===== src/rtl/mux_arb_pkg.sv =====
// Shared types and defaults for the 4-source round-robin mux arbiter.
package mux_arb_pkg;

   typedef enum logic {StIdle, StBusy} arb_state_e;

   localparam int unsigned DefW       = 4;
   localparam int unsigned DefMaxHold = 4;

   typedef logic [1:0] src_idx_t;

endpackage


===== src/rtl/rr_pick4.sv =====
// Combinational round-robin picker: first set bit of req_i searching from start_i upward mod 4.
module rr_pick4
   import mux_arb_pkg::*;
(
   input  logic [3:0] req_i,
   input  logic [1:0] start_i,
   output logic       found_o,
   output logic [1:0] idx_o
);

   src_idx_t cand;

   // Walk the search order backwards so the earliest candidate is the last one written.
   always_comb begin
      found_o = 1'b0;
      idx_o   = start_i;
      cand    = start_i;
      for (int k = 3; k >= 0; k--) begin
         cand = start_i + src_idx_t'(k);
         if (req_i[cand]) begin
            found_o = 1'b1;
            idx_o   = cand;
         end
      end
   end

endmodule


===== src/rtl/mux4_arbiter.sv =====
// Round-robin arbiter over four sources with a hold limit, driving a registered 4:1 data mux.
module mux4_arbiter
   import mux_arb_pkg::*;
#(
   parameter int unsigned W        = DefW,
   parameter int unsigned MAX_HOLD = DefMaxHold
) (
   input  logic         clk_i,
   input  logic         rst_n,
   input  logic [3:0]   req_i,
   input  logic [W-1:0] x0_i,
   input  logic [W-1:0] x1_i,
   input  logic [W-1:0] x2_i,
   input  logic [W-1:0] x3_i,
   output logic [3:0]   gnt_o,
   output logic [1:0]   s_o,
   output logic [W-1:0] y_o,
   output logic         y_valid_o
);

   localparam logic [3:0] HoldMax = 4'(MAX_HOLD - 1);

   arb_state_e   state_q;
   logic [3:0]   gnt_q;
   src_idx_t     s_q;
   src_idx_t     ptr_q;
   logic [3:0]   hold_q;
   logic [W-1:0] y_q;
   logic         y_valid_q;

   logic [3:0]   others;
   logic         owner_req;
   logic [3:0]   pick_mask;
   src_idx_t     pick_start;
   logic         pick_found;
   logic [1:0]   pick_idx;
   logic [W-1:0] x_sel;

   assign others    = req_i & ~gnt_q;
   assign owner_req = |(req_i & gnt_q);

   // While busy, the owner only competes again when it is the sole requester.
   always_comb begin
      pick_mask  = req_i;
      pick_start = ptr_q;
      if (state_q == StBusy) begin
         pick_mask  = (others != 4'b0) ? others : req_i;
         pick_start = s_q + 2'd1;
      end
   end

   rr_pick4 u_pick (
      .req_i   (pick_mask),
      .start_i (pick_start),
      .found_o (pick_found),
      .idx_o   (pick_idx)
   );

   always_comb begin
      unique case (s_q)
         2'd0:    x_sel = x0_i;
         2'd1:    x_sel = x1_i;
         2'd2:    x_sel = x2_i;
         default: x_sel = x3_i;
      endcase
   end

   always_ff @(posedge clk_i or negedge rst_n) begin
      if (!rst_n) begin
         state_q   <= StIdle;
         gnt_q     <= 4'b0;
         s_q       <= 2'd0;
         ptr_q     <= 2'd0;
         hold_q    <= 4'd0;
         y_q       <= '0;
         y_valid_q <= 1'b0;
      end else begin
         if (gnt_q != 4'b0) begin
            y_q       <= x_sel;
            y_valid_q <= 1'b1;
         end else begin
            y_valid_q <= 1'b0;
         end

         case (state_q)
            StIdle: begin
               if (pick_found) begin
                  state_q <= StBusy;
                  gnt_q   <= 4'b0001 << pick_idx;
                  s_q     <= pick_idx;
                  hold_q  <= 4'd0;
                  ptr_q   <= pick_idx + 2'd1;
               end
            end
            StBusy: begin
               if (req_i == 4'b0) begin
                  state_q <= StIdle;
                  gnt_q   <= 4'b0;
               end else if (owner_req && (hold_q < HoldMax || others == 4'b0)) begin
                  if (hold_q < HoldMax) begin
                     hold_q <= hold_q + 4'd1;
                  end
               end else begin
                  gnt_q  <= 4'b0001 << pick_idx;
                  s_q    <= pick_idx;
                  hold_q <= 4'd0;
                  ptr_q  <= pick_idx + 2'd1;
               end
            end
            default: state_q <= StIdle;
         endcase
      end
   end

   assign gnt_o     = gnt_q;
   assign s_o       = s_q;
   assign y_o       = y_q;
   assign y_valid_o = y_valid_q;

endmodule


===== config.mk =====
export PLATFORM = sky130hd
export DESIGN_NAME = mux4_arbiter
export DESIGN_NICKNAME = d
export VERILOG_FILES = /design/src/rtl/mux_arb_pkg.sv /design/src/rtl/rr_pick4.sv /design/src/rtl/mux4_arbiter.sv
export SDC_FILE = /design/constraint.sdc
export NUM_CORES = 1
export LEC_CHECK = 0
export BUFFER_PORTS_ARGS = -buffer_cell sky130_fd_sc_hd__buf_2
export CAP_MARGIN = 20
export CORE_UTILIZATION = 51
export CTS_BUF_LIST = sky130_fd_sc_hd__clkbuf_16
export DETAILED_ROUTE_END_ITERATION = 8
export PLACE_DENSITY_LB_ADDON = 0.1
export SYNTH_ARGS = -nofsm -noshare
export SYNTH_HDL_FRONTEND = slang
export SYNTH_SLANG_ARGS = --single-unit

===== constraint.sdc =====
create_clock -name clk_i -period 2.9 [get_ports clk_i]
set_input_delay 0.87 -clock clk_i [delete_from_list [all_inputs] [get_ports clk_i]]
set_output_delay 0.87 -clock clk_i [all_outputs]
set_load 0.02 [all_outputs]

Word level (Yosys, flattened, before mapping)

Index checks and enable logic that the tools add are counted.

Flip-flop bits (word level): 18
Logic and storage cells: 82

$add $sub $neg: 6
$lt $le $gt $ge: 5
Equal/unequal tests: 7
Shift operators: 1
Multiplexer cells: 41
Bitwise gates (word level): 4
Reductions and logical operators: 11

Operators with widths:

| operator              | count |
|---|---|
| $mux W4               | 9 |
| $mux W2               | 11 |
| $pmux W4 S2           | 2 |
| $lt A2 B3 Y1 const B  | 4 |
| $pmux W4 S3           | 1 |
| $mux W1               | 11 |
| $and A4 B4 Y4         | 2 |
| $bmux W1 S2           | 4 |
| $logic_not A4 Y1      | 2 |
| $pmux W2 S2           | 2 |
| $reduce_bool A4 Y1    | 2 |
| $add A2 B1 Y2 const B | 3 |
| $ne A2 B2 Y1 const B  | 3 |
| $ne A3 B3 Y1 const B  | 2 |
| $reduce_and A3 Y1     | 2 |
| $add A2 B2 Y2 const B | 2 |
| $add A4 B1 Y4 const B | 1 |
| $lt A4 B2 Y1 const B  | 1 |
| $not A4 Y4            | 1 |
| $reduce_or A4 Y1      | 1 |
| $shl A1 B2 Y4 const A | 1 |
| $eq A2 B1 Y1 const B  | 1 |
| $eq A2 B2 Y1 const B  | 1 |
| $logic_not A2 Y1      | 1 |
| other kinds (5)       | 5 |

Logic depth before layout (Yosys ltp)

Depth after elaboration: 15
Gate-level depth with buffers: 9

Hierarchy

A second synthesis with hierarchy kept.

Cell total of the unflattened synthesis: 109
Area, all modules: 1,188.6 um^2

By module, submodules not included:

| module       | instances | cells each | area each (um^2) | sequential area each (um^2) |
|---|---|---|---|---|
| mux4_arbiter | 1         | 93         | 1,088.5          | 450.4 |
| rr_pick4     | 1         | 16         | 100.1            | 0.0 |

Worst setup path after synthesis

No wires, ideal clock.

Kind: input to register
From: in req_i[2]
To: reg ptr_q[1]
Library setup time: 83 ps
Arrival time: 2,141 ps
Data required time: 2,817 ps
Setup slack: 676 ps
Cell stages on the path: 8
Path buffers: 0
Cells stage by stage: a21boi_0 a41oi_2 and3_1 nor4_2 a21oi_2 inv_1 ha_1 o21ai_0

Longest elaborated chain between the ends: 14
Elaborated cells between the ends (all ways): 35
Those cells by class: add/sub: 1; eq/ne: 3; mux: 22; bitwise: 2; reduce/logical: 7

RTL lines:

| item                          | RTL line                                | RTL |
|---|---|---|
| start, declared               | mux4_arbiter.sv:10                      | `input logic [3:0] req_i,` |
| $and A4 B4 Y4                 | mux4_arbiter.sv:39                      | `assign others = req_i & ~gnt_q;` |
| $reduce_bool A4 Y1            | mux4_arbiter.sv:47                      | `pick_mask = (others != 4'b0) ? others : req_i;` |
| $mux W4                       | mux4_arbiter.sv:47                      |  |
| $mux W4 (*)                   | mux4_arbiter.sv:46                      | `if (state_q == StBusy) begin` |
| $bmux W1 S2                   | rr_pick4.sv:20                          | `if (req_i[cand]) begin` |
| $mux W1 (not written as such) | rr_pick4.sv:20                          |  |
| $mux W2 (3 in a row)          | rr_pick4.sv:20                          |  |
| $mux W2 (*)                   | rr_pick4.sv:20                          |  |
| net pick_idx[1]               | mux4_arbiter.sv:36                      | `logic [1:0] pick_idx;` |
| $add A2 B1 Y2 (*)             | mux4_arbiter.sv:92, mux4_arbiter.sv:107 |  |
| $mux W2                       | mux4_arbiter.sv:99                      | `end else if (owner_req && (hold_q < HoldMax \|\| others == 4'b0)) begin` |
| $mux W2                       | mux4_arbiter.sv:96                      | `if (req_i == 4'b0) begin` |
| $pmux W2 S2 (*)               | mux4_arbiter.sv:85                      | `case (state_q)` |
| end signal, assigned          | mux4_arbiter.sv:92                      | `ptr_q <= pick_idx + 2'd1;` |
| end signal, assigned          | mux4_arbiter.sv:107                     | `ptr_q <= pick_idx + 2'd1;` |
| end, declared                 | mux4_arbiter.sv:26                      | `src_idx_t ptr_q;` |

The timed path passes the listed nets; every way through them passes the cells marked *. The select of a mux whose other input is x is not followed.
A chain may end at the register's enable or synchronous reset.

Final worst setup path

Ends and elaborated chain as after synthesis.

==> load_flow_metrics.sql <==
INSERT INTO impl_metrics (metric_group, metric, value, unit) VALUES
('status', 'status', 'finished clean', ''),
('detailed_routing', 'drt.antenna.violating_nets', '0', ''),
('clock_network', 'clock-root-buffer', 'sky130_fd_sc_hd__clkbuf_16', ''),
('worst_setup_path', 'path_class', 'primary input to flip-flop', ''),
('grt', 'global_route.usage.total', '0.234', ''),
('grt', 'grt.overflow.total', '0', ''),
('clock_network', 'insertion_delay', '0.24', 'ns'),
('cells_and_area', 'utilization', '0.696', ''),
('worst_setup_path', 'reg2reg_slack', '0.64', 'ns'),
('detailed_routing', 'post-route-drc-count', '0', ''),
('worst_setup_path', 'crit_path_max_fanout', '5', ''),
('floorplan', 'floorplan.die.width', '49.3', 'µm'),
('synthesis', 'syn-cell-area', '1140', 'µm²'),
('synthesis', 'ys_seq_elements', '18', ''),
('floorplan', 'row_count', '16', ''),
('synthesis', 'synth_seq_area_share', '0.396', ''),
('clock_network', 'cts_tree', 'done', ''),
('sta', 'rsz0062_at_grt', 'false', ''),
('floorplan', 'die-area', '2430', 'µm²'),
('synthesis', 'synthDistinctLibCells', '38', ''),
('floorplan', 'boundaryPins', '33', ''),
('hold_path', 'holdCritStartpoint', 'y_o[0]', ''),
('worst_setup_path', 'critical_path_required', '3.06', 'ns'),
('placement', 'detailed_place_hpwl', '1940', 'µm'),
('synthesis', 'post-synth-top-area-fraction', '0.396', ''),
('clock_network', 'cts_resized', '0', ''),
('worst_setup_path', 'cp_startpoint_kind', 'primary input', ''),
('clock_network', 'worst_setup_hold_path_clk_slew', '0.05', 'ns'),
('sta', 'report.final.setup_viol', '0', ''),
('synthesis', 'synth_xor_xnor_area_share', '0', ''),
('worst_setup_path', 'worstReg2RegEnd', 'ptr_q[1]', ''),
('synthesis', 'synth_top_family_by_area', 'compound AO/OA/AOI/OAI gates', ''),
('sta', 'finalHoldViolCount', '0', ''),
('detailed_routing', 'drt_iter0_markers', '29', ''),
('sta', 'final_report_max_slew_violation_count', '0', ''),
('cells_and_area', 'syn2layout_area_growth', '23.5', '%'),
('cells_and_area', 'drive_gt1_frac', '0.345', ''),
('worst_setup_path', 'rr_startpoint', 's_o[0]', ''),
('pwr', 'power.static_leakage', '0.722', 'nW'),
('detailed_routing', 'routed_wire_length_per_instance', '14.3', 'µm'),
('cells_and_area', 'fin_nets', '175', ''),
('synthesis', 'fraction_of_registers_with_async_set_or_reset_after_synthesis', '1.00', ''),
('clock_network', 'cts_made_buffers', '3', ''),
('sta', 'fin_tns_setup', '0', 'ns'),
('clock_network', 'max-clock-path-buffers', '2', ''),
('synthesis', 'synthesis.area_per_instance', '10.4', 'µm²'),
('worst_setup_path', 'rr_worst_depth', '9', ''),
('clock_network', 'cts.htree.levels', '1', ''),
('grt', 'first_global_vias', '965', ''),
('synthesis', 'synth_fp_nets', '139', ''),
('grt', 'grt_start_max_net_pins', '19', ''),
('clock_network', 'clock_sink_count', '18', ''),
('pwr', 'power_per_cell_area', '1140', 'nW/µm²'),
('synthesis', 'post_synth_and_or_nand_nor_area_fraction', '0.155', ''),
('synthesis', 'synth_compound_area_frac', '0.297', ''),
('sta', 'finalClockSkew', '0.00314', 'ns'),
('sta', 'fmax', '422', 'MHz'),
('detailed_routing', 'drt-total-wl', '2450', 'µm'),
('hold_path', 'hold-path-cell-count', '1', ''),
('clock_network', 'hold_buffers', '0', ''),
('flow_run', 'drv_cap', '0', ''),
('placement', 'place_congestion', '0.858', ''),
('synthesis', 'synth_cells', '110', ''),
('grt', 'grt_pass1_wl', '4350', 'µm'),
('hold_path', 'timing.hold.worst_endpoint', 'y_o[0]', ''),
('synthesis', 'yosys_most_used_dff', 'sky130_fd_sc_hd__dfrtp_1', ''),
('cells_and_area', 'n_antenna_cell', '0', ''),
('synthesis', 'synth.area.top_cells', 'sky130_fd_sc_hd__dfrtp_1 (40%), sky130_fd_sc_hd__ha_1 (7.7%), sky130_fd_sc_hd__nand2_1 (4.6%)', ''),
('hold_path', 'min_path_type', 'flip-flop to flip-flop', ''),
('placement', 'port-buffer-count', '32', ''),
('worst_setup_path', 'crit_path_end_kind', 'flip-flop', '');
state kept, by name, indices dropped and copies added, names as in the netlist:
signal,flops
gnt_o,4
s_o,2
hold_q,4
state_q,1
ptr_q,2
y_o,4
y_valid_o,1
per-stage QoR:
stage	cell area, µm²	setup slack [ns]	hold slack [ns]	cells
after floorplan	1140	0.676	0.455	110
after global placement	1330	0.394	0.456	168
after detailed placement	1330	0.304	0.467	168
after CTS	1410	0.544	0.478	172
after global routing	1410	0.338	0.487	172
final	1410	0.528	0.471	172
cell usage in the layout (no fill, tap or decap), types with 3 or more instances in the layout:
cell	netlist	final
sky130_fd_sc_hd__buf_2	1	32
sky130_fd_sc_hd__a21boi_0	5	5
sky130_fd_sc_hd__clkbuf_16	0	3
sky130_fd_sc_hd__o21ai_0	8	8
sky130_fd_sc_hd__inv_1	8	8
sky130_fd_sc_hd__a21o_1	3	3
sky130_fd_sc_hd__ha_1	7	7
sky130_fd_sc_hd__nand3_1	3	3
sky130_fd_sc_hd__a222oi_1	4	4
sky130_fd_sc_hd__nand2_1	14	14
sky130_fd_sc_hd__dfrtp_1	18	18
sky130_fd_sc_hd__o211a_1	3	3
Yosys cell counts (3+ instances only):
| cell type | count |
|---|---|
| sky130_fd_sc_hd__dfrtp_1 | 18 |
| sky130_fd_sc_hd__nand2_1 | 14 |
| sky130_fd_sc_hd__inv_1 | 8 |
| sky130_fd_sc_hd__o21ai_0 | 8 |
| sky130_fd_sc_hd__ha_1 | 7 |
| sky130_fd_sc_hd__a21boi_0 | 5 |
| sky130_fd_sc_hd__a222oi_1 | 4 |
| sky130_fd_sc_hd__a21o_1 | 3 |
| sky130_fd_sc_hd__nand3_1 | 3 |
| sky130_fd_sc_hd__o211a_1 | 3 |
metal layers:
layer / GRT usage / vias to the layer above / share of wire
met1: 0.293 / 470 / 0.44
met3: 0.0592 / 2 / 0.041
met5: 0 / - / 0
met4: 0.0441 / 0 / 0.0041
li1: - / 492 / -
met2: 0.404 / 18 / 0.52
how the worst max path moves through the flow:
| stage | from | end | slack [ns] | depth (start not counted) |
|---|---|---|---|---|
| 2_1_floorplan | req_i[2] | ptr_q[1] | 0.68 | 8 |
| 3_3_place_gp | req_i[2] | ptr_q[1] | 0.39 | 9 |
| 3_5_place_dp | req_i[2] | ptr_q[1] | 0.30 | 9 |
| 4_1_cts | req_i[2] | ptr_q[1] | 0.54 | 9 |
| 5_1_grt | req_i[2] | ptr_q[1] | 0.34 | 9 |
| 6_report | req_i[2] | ptr_q[1] | 0.53 | 9 |
power breakdown:
group / internal, mW / switching [mW] / leakage (nW) / total [mW]
clock: 0.183 / 0.0849 / 0.0385 / 0.268
combinational: 0.384 / 0.521 / 0.459 / 0.905
sequential: 0.355 / 0.0786 / 0.224 / 0.434
worst max-delay path: stages:
cell                       delay [ns]
sky130_fd_sc_hd__buf_2           0.13
sky130_fd_sc_hd__nand2b_1        0.14
sky130_fd_sc_hd__a41oi_1         0.34
sky130_fd_sc_hd__nor3b_2         0.25
sky130_fd_sc_hd__nor4_2          0.06
sky130_fd_sc_hd__a21oi_2         0.22
sky130_fd_sc_hd__inv_1           0.08
sky130_fd_sc_hd__ha_1            0.29
sky130_fd_sc_hd__o21ai_0         0.16
area by class of cell:
type / instances / area, µm²
flip-flops and latches: 18 / 450
repair buffers: 34 / 175
multi-input cells: 81 / 638
clock inverters: 1 / 3.75
clock buffers: 3 / 75.1
inverters: 8 / 30.0
well taps: 27 / 33.8
fillers: 171 / 616
cell families after synthesis:
kind of cell	count (synthesis)
flops	18
fa+ha+maj	7
compound gates	41
mux	3
buf+inv	11
simple gates	30
Note: power is estimated with default switching activity, not from simulation.
